$ cat config.mk
export PLATFORM = sky130hd
export DESIGN_NAME = full_adder_behave
export DESIGN_NICKNAME = d
export VERILOG_FILES = /design/src/rtl/full_adder_behave.sv
export SDC_FILE = /design/constraint.sdc
export NUM_CORES = 1
export LEC_CHECK = 0
export ABC_AREA = 0
export CORE_AREA = 2 2 39 41
export CTS_BUF_LIST = sky130_fd_sc_hd__clkbuf_8
export DETAILED_ROUTE_END_ITERATION = 6
export DIE_AREA = 0 0 41 43
export PLACE_DENSITY = 0.71
export SLEW_MARGIN = 20
export SYNTH_ARGS = -nofsm -noshare
export SYNTH_HDL_FRONTEND = slang
export SYNTH_SLANG_ARGS = --single-unit
$ cat constraint.sdc
create_clock -name clk -period 1.5 [get_ports clk]
set_clock_uncertainty 0.1 [all_clocks]
set_input_delay 0.3 -clock clk [delete_from_list [all_inputs] [get_ports clk]]
set_output_delay 0.3 -clock clk [all_outputs]
set_load 0.05 [all_outputs]
$ cat src/rtl/full_adder_behave.sv
// full_adder_behave: 1-bit full adder leaf cell for the S3 logic lab datapath library.
//
// The sum and carry outputs are purely combinational and need no clock. Registered
// copies of both, plus a saturating count of carry-generating cycles, are kept on clk.
//
// Optional build macro: FA_SELF_CHECK_EN
//   defined   - a gate-level twin (XOR/AND/OR primitives) runs beside the behavioural
//               adder; any disagreement seen on a clk edge sets the sticky fa_err flag.
//   undefined - no twin is built and fa_err is tied to 0.
//   The port list is the same in both builds.
//
// Parameters:
//   CNT_W        width of carry_cnt in bits (2..16)
//
// Ports:
//   clk          in   1      rising-edge clock
//   rst_n        in   1      asynchronous active-low reset
//   A_input      in   1      addend A
//   B_input      in   1      addend B
//   Cin_input    in   1      carry in
//   S_output     out  1      combinational sum, A ^ B ^ Cin
//   Cout_output  out  1      combinational carry, A&B | Cin&(A^B)
//   S_q          out  1      S_output registered on clk
//   Cout_q       out  1      Cout_output registered on clk
//   carry_cnt    out  CNT_W  saturating count of cycles with Cout_output = 1
//   fa_err       out  1      sticky self-check mismatch flag (0 when the twin is absent)

module full_adder_behave #(
    parameter int unsigned CNT_W = 8
) (
    input  logic             clk,
    input  logic             rst_n,
    input  logic             A_input,
    input  logic             B_input,
    input  logic             Cin_input,
    output logic             S_output,
    output logic             Cout_output,
    output logic             S_q,
    output logic             Cout_q,
    output logic [CNT_W-1:0] carry_cnt,
    output logic             fa_err
);

    // Behavioural adder: {Cout,S} is the 2-bit arithmetic sum. X/Z on any input flows
    // straight through the addition, which is the intended behaviour.
    logic [1:0] sum;

    always_comb begin
        sum = {1'b0, A_input} + {1'b0, B_input} + {1'b0, Cin_input};
    end

    assign S_output    = sum[0];
    assign Cout_output = sum[1];

    // Registered copies of the combinational outputs.
    logic sum_q;
    logic carry_q;

    always_ff @(posedge clk or negedge rst_n) begin
        if (!rst_n) begin
            sum_q   <= 1'b0;
            carry_q <= 1'b0;
        end else begin
            sum_q   <= S_output;
            carry_q <= Cout_output;
        end
    end

    assign S_q    = sum_q;
    assign Cout_q = carry_q;

    // Carry counter, holds at all-ones instead of wrapping.
    logic [CNT_W-1:0] cnt_q;
    logic [CNT_W-1:0] cnt_d;

    always_comb begin
        cnt_d = cnt_q;
        if (Cout_output && (cnt_q != {CNT_W{1'b1}})) begin
            cnt_d = cnt_q + CNT_W'(1);
        end
    end

    always_ff @(posedge clk or negedge rst_n) begin
        if (!rst_n) begin
            cnt_q <= '0;
        end else begin
            cnt_q <= cnt_d;
        end
    end

    assign carry_cnt = cnt_q;

`ifdef FA_SELF_CHECK_EN
    // Gate-level twin, structurally independent of the arithmetic form above.
    logic twin_p;
    logic twin_g;
    logic twin_t;
    logic twin_s;
    logic twin_c;

    xor u_xor_p (twin_p, A_input, B_input);
    xor u_xor_s (twin_s, twin_p, Cin_input);
    and u_and_g (twin_g, A_input, B_input);
    and u_and_t (twin_t, Cin_input, twin_p);
    or  u_or_c  (twin_c, twin_g, twin_t);

    logic mismatch;
    logic err_q;

    always_comb begin
        mismatch = (twin_s != S_output) || (twin_c != Cout_output);
    end

    // Sticky until reset.
    always_ff @(posedge clk or negedge rst_n) begin
        if (!rst_n) begin
            err_q <= 1'b0;
        end else if (mismatch) begin
            err_q <= 1'b1;
        end
    end

    assign fa_err = err_q;
`else
    assign fa_err = 1'b0;
`endif

endmodule

After elaboration in Yosys (flattened, before gate mapping)
Index checks and enable logic that the tools add are counted.
Widths: inputs -> output; s select.

word-level totals
  bits in latches = 0
  bits in registers = 10
  output and inout bits = 13
  word-level logic and storage cells = 8
  RAM bits = 0
  memory bits (read-only) = 0
  memories = 0

cells by class
  muxes and demuxes = 0
  bitwise operators = 0
  $add $sub $neg = 3
  reductions and logical operators = 1
  equality and inequality tests = 1
  divide/modulo/power cells = 0
  shift-type cells = 0
  $mul = 0
  order comparisons = 0

operators with widths
  kind                 number
  $add 8x1->8 const B  1
  $ne 8x8->1 const B   1
  $add 1x1->2          1
  $add 2x1->2          1
  $logic_and 1x1->1    1

Longest topological paths before layout
  word-level depth = 3
  mapped depth = 4
  depth with buffers taken out = 4

Worst setup path after synthesis
OpenSTA, ideal clock, no wires.

  path kind = input -> register
  from = in A_input
  to = reg cnt_q[7] (netlist: carry_cnt[7])
  setup slack = -465 ps
  data arrival time = 1740 ps
  cell stages on the path = 4
  path buffers = 0
  cells stage by stage = fa_1 and3_1 nand4_1 mux2_2

on the way
  cells in the longest elaborated chain, start to end = 3

ends and longest elaborated chain
  item                  line  RTL
  start, declared       33    input logic A_input,
  $add 1x1->2           49    sum = {1'b0, A_input} + {1'b0, B_input} + {1'b0, Cin_input};
  $add 2x1->2           49
  $logic_and 1x1->1     78    if (Cout_output && (cnt_q != {CNT_W{1'b1}})) begin
  end signal, assigned  87    cnt_q <= cnt_d;
  end, declared         73    logic [CNT_W-1:0] cnt_q;

No other way between the ends.
A chain may end at the register's enable or synchronous reset.

Worst setup path after layout
  from = in Cin_input
  to = out S_output

on the way
  cells in the longest elaborated chain, start to end = 1

ends and longest elaborated chain
  item             line  RTL
  start, declared  35    input logic Cin_input,
  $add 2x1->2      49
  end, declared    36    output logic S_output,

No other way between the ends.

==> impl_metrics.xml <==
<?xml version="1.0" encoding="UTF-8"?>
<metrics>
  <group name="global_routing">
    <metric name="globalRouteTotalUtil" unit="%">16.7</metric>
    <metric name="grt_start_max_net_pins" unit="">11</metric>
    <metric name="grt_antenna_before_repair" unit="">0</metric>
    <metric name="overflow" unit="">0</metric>
    <metric name="first_pass_grt_wire_length" unit="mm">1.90</metric>
    <metric name="grt_pass1_vias" unit="">446</metric>
  </group>
  <group name="floorplanning">
    <metric name="floorplan.die.width" unit="µm">41</metric>
    <metric name="floorplan.die.height" unit="µm">43</metric>
    <metric name="die_area" unit="µm²">1760</metric>
    <metric name="core.rowCount" unit="">14</metric>
    <metric name="core_area" unit="µm²">1380</metric>
    <metric name="pin_count" unit="">18</metric>
    <metric name="initial_utilization" unit="%">35.4</metric>
  </group>
  <group name="route">
    <metric name="postRouteWirelength" unit="mm">1.12</metric>
    <metric name="met3_wire_length" unit="µm">72</metric>
    <metric name="detail_route.wirelength.met1" unit="µm">449</metric>
    <metric name="ant_nets" unit="">0</metric>
    <metric name="detail_route.drc_violations" unit="">0</metric>
    <metric name="drt_first_pass_iters" unit="">4</metric>
    <metric name="via_count" unit="">434</metric>
    <metric name="wire_per_inst" unit="µm">13.2</metric>
    <metric name="vias_per_cell" unit="">5.11</metric>
    <metric name="highest_layer" unit="">met4</metric>
    <metric name="initialDrtViolationCount" unit="">3</metric>
    <metric name="detailed_route_wirelength_on_metal2" unit="µm">559</metric>
  </group>
  <group name="setup_path">
    <metric name="critical_path_peak_fanout" unit="">2</metric>
    <metric name="worst-setup-path-type" unit="">primary input to output port</metric>
    <metric name="r2r_start" unit="">carry_cnt[1]</metric>
    <metric name="endpoint_kind" unit="">output port</metric>
    <metric name="worst_r2r_path_depth" unit="">4</metric>
    <metric name="cp.arrival" unit="ps">1130</metric>
    <metric name="crit_required" unit="ps">1100</metric>
    <metric name="critical_path.reg2reg.endpoint" unit="">carry_cnt[1]</metric>
    <metric name="critPathLaunchType" unit="">primary input</metric>
    <metric name="regToRegSetupSlack" unit="ps">110</metric>
  </group>
  <group name="yosys">
    <metric name="synth_top_family_by_area" unit="">simple AND/OR/NAND/NOR gates</metric>
    <metric name="synth_seq_area_share" unit="%">51.0</metric>
    <metric name="cell_variety_after_synth" unit="">23</metric>
    <metric name="post_synth_xor_area_fraction" unit="%">3.57</metric>
    <metric name="number_of_synthesized_register_bits" unit="">10</metric>
    <metric name="yosys.area_share.simple" unit="%">17.3</metric>
    <metric name="ys.warnings.count" unit="">0</metric>
    <metric name="post_synth_inst_count" unit="">43</metric>
    <metric name="adder_and_majority_cell_fraction_of_the_synthesized_area" unit="%">6.63</metric>
    <metric name="post_synth_mux_area_share" unit="%">8.93</metric>
    <metric name="syn_area_per_cell" unit="µm²">11.4</metric>
    <metric name="post_synth_instance_area" unit="µm²">490</metric>
    <metric name="synth-compound-area-share" unit="%">8.42</metric>
    <metric name="synthesized_nets" unit="">50</metric>
  </group>
  <group name="timing">
    <metric name="rsz0062_at_grt" unit="">yes</metric>
    <metric name="fin_ws" unit="ps">-33.9</metric>
    <metric name="finalHoldViolCount" unit="">0</metric>
    <metric name="timing.final.setup_violations" unit="">1</metric>
    <metric name="final_max_slew_viol_count" unit="">0</metric>
    <metric name="timing.fmax" unit="MHz">652</metric>
    <metric name="min_period" unit="ps">1530</metric>
    <metric name="period_share" unit="%">102</metric>
  </group>
  <group name="place">
    <metric name="gpl.final_weighted_congestion" unit="">0.809</metric>
    <metric name="post-place-ws" unit="ps">-452</metric>
    <metric name="io_buffer_count" unit="">16</metric>
    <metric name="place.detailed.hpwl" unit="µm">881</metric>
  </group>
  <group name="flow_run">
    <metric name="maxCapViolCount" unit="">0</metric>
  </group>
  <group name="outcome">
    <metric name="status" unit="">finished, violations left</metric>
    <metric name="failed_checks" unit="">negative setup slack</metric>
  </group>
  <group name="clocking">
    <metric name="clock_sink_count" unit="">10</metric>
    <metric name="clockBufferDepth" unit="">2</metric>
    <metric name="clock_latency_late_sink" unit="ps">240</metric>
    <metric name="cts_tree" unit="">yes</metric>
    <metric name="cts.reportedPaths.clkPinSlew" unit="ps">50</metric>
    <metric name="postCtsHoldBufs" unit="">0</metric>
    <metric name="cts_root_buf" unit="">sky130_fd_sc_hd__clkbuf_8</metric>
    <metric name="numCtsBuffers" unit="">3</metric>
    <metric name="htreeDepth" unit="">1</metric>
  </group>
  <group name="finish">
    <metric name="drive_above_1_share" unit="%">58.0</metric>
    <metric name="final_nets" unit="">77</metric>
    <metric name="layout_commonest_cell" unit="">sky130_fd_sc_hd__buf_12</metric>
    <metric name="n_antenna_cell" unit="">0</metric>
    <metric name="most-common-layout-cells" unit="">11 x sky130_fd_sc_hd__buf_12, 8 x sky130_fd_sc_hd__buf_4, 6 x sky130_fd_sc_hd__dfrtp_2, 5 x sky130_fd_sc_hd__nand4_1</metric>
    <metric name="area.growth.synth_to_final" unit="%">87.0</metric>
  </group>
  <group name="pwr">
    <metric name="ir_drop" unit="V">0.00133</metric>
    <metric name="power.density_cell_area" unit="nW/µm²">2420</metric>
    <metric name="total_power" unit="mW">2.22</metric>
    <metric name="cellLeakagePower" unit="nW">0.408</metric>
  </group>
  <group name="worst_hold_path">
    <metric name="timing.hold.worst.class" unit="">primary input to asynchronous set/reset pin</metric>
  </group>
</metrics>
-- report_power, final --
part	switching (mW)	internal [mW]	total (mW)
Clock	0.113	0.231	0.344
Sequential	0.161	0.393	0.554
Combinational	0.668	0.658	1.33
-- sequential cells by signal (all words and copies together) (netlist names) --
signal and flops:
Cout_q 1, S_q 1, carry_cnt 8
-- metal layers --
metal  vias up  global-route usage (%)
met5         -                       0
met4         0                    12.0
met3         5                    4.71
met2        18                    25.0
met1       204                    19.1
li1        207                       -
-- stage by stage --
step	hold WS [ps]	TNS (ps)	std cells	area [µm²]	utilization (%)
5_1_grt	307	-47.4	85	917	66.3
2_1_floorplan	-95.6	-458	43	526	-
4_1_cts	294	-41.5	86	918	66.4
3_3_place_gp	439	-3800	82	868	62.7
6_report	274	-33.9	85	917	66.3
3_5_place_dp	446	-3930	82	868	62.7
-- Yosys cell counts --
cell type	instances	area, µm²
sky130_fd_sc_hd__a211oi_2	1	12.5
sky130_fd_sc_hd__a21oi_1	4	20.0
sky130_fd_sc_hd__and3_1	2	12.5
sky130_fd_sc_hd__and4_1	1	8.76
sky130_fd_sc_hd__buf_2	1	5.00
sky130_fd_sc_hd__buf_4	1	7.51
sky130_fd_sc_hd__conb_1	1	3.75
sky130_fd_sc_hd__dfrtp_1	10	250
sky130_fd_sc_hd__fa_1	1	20.0
sky130_fd_sc_hd__ha_1	1	12.5
sky130_fd_sc_hd__inv_1	1	3.75
sky130_fd_sc_hd__mux2_1	1	11.3
sky130_fd_sc_hd__mux2_2	2	22.5
sky130_fd_sc_hd__mux2i_1	1	10.0
sky130_fd_sc_hd__nand2_1	2	7.51
sky130_fd_sc_hd__nand2b_1	1	6.26
sky130_fd_sc_hd__nand3_1	2	10.0
sky130_fd_sc_hd__nand4_1	5	31.3
sky130_fd_sc_hd__nor2_1	1	3.75
sky130_fd_sc_hd__nor3_1	1	5.00
sky130_fd_sc_hd__o21ai_2	1	8.76
sky130_fd_sc_hd__xnor2_1	1	8.76
sky130_fd_sc_hd__xor2_1	1	8.76
-- final cells by class --
| cell class | count | area (µm²) |
|---|---|---|
| Clock buffer | 4 | 55.1 |
| Fill cell | 107 | 467 |
| Inverter | 1 | 3.75 |
| Multi-Input combinational cell | 30 | 251 |
| Sequential cell | 10 | 258 |
| Tap cell | 16 | 20.0 |
| Timing Repair Buffer | 24 | 329 |
-- kinds of logic (layout without fill, tap and decap cells) --
logic type      count (synthesis)  in the layout
simple gates                   15             15
flops                          10             10
compound gates                  6              6
mux                             4              4
buf+inv                         3             29
fa+ha+maj                       2              2
xor+xnor                        2              2
other cells                     1              1
-- what timing repair did --
action,4_1_cts,5_1_grt
gates resized for setup,14,1
hold endpoints to repair,0,0
setup endpoints to repair,9,2
buffers inserted,0,0
pin swaps,1,1
-- how the worst max path moves through the flow --
| stage | startpoint | end | slack, ps | depth (start not counted) |
|---|---|---|---|---|
| floorplan | Cin_input | carry_cnt[7] | -190 | 4 |
| finish | Cin_input | S_output | -30 | 3 |
| global placement | Cin_input | carry_cnt[7] | -440 | 5 |
| global route | Cin_input | S_output | -50 | 3 |
| detailed placement | Cin_input | carry_cnt[1] | -450 | 5 |
| CTS | A_input | S_output | -40 | 3 |
-- worst max-delay path, cell delays in order --
cell and delay [ps]:
sky130_fd_sc_hd__buf_6 90, sky130_fd_sc_hd__fa_2 600, sky130_fd_sc_hd__buf_12 140
Note: power is estimated with default switching activity, not from simulation.
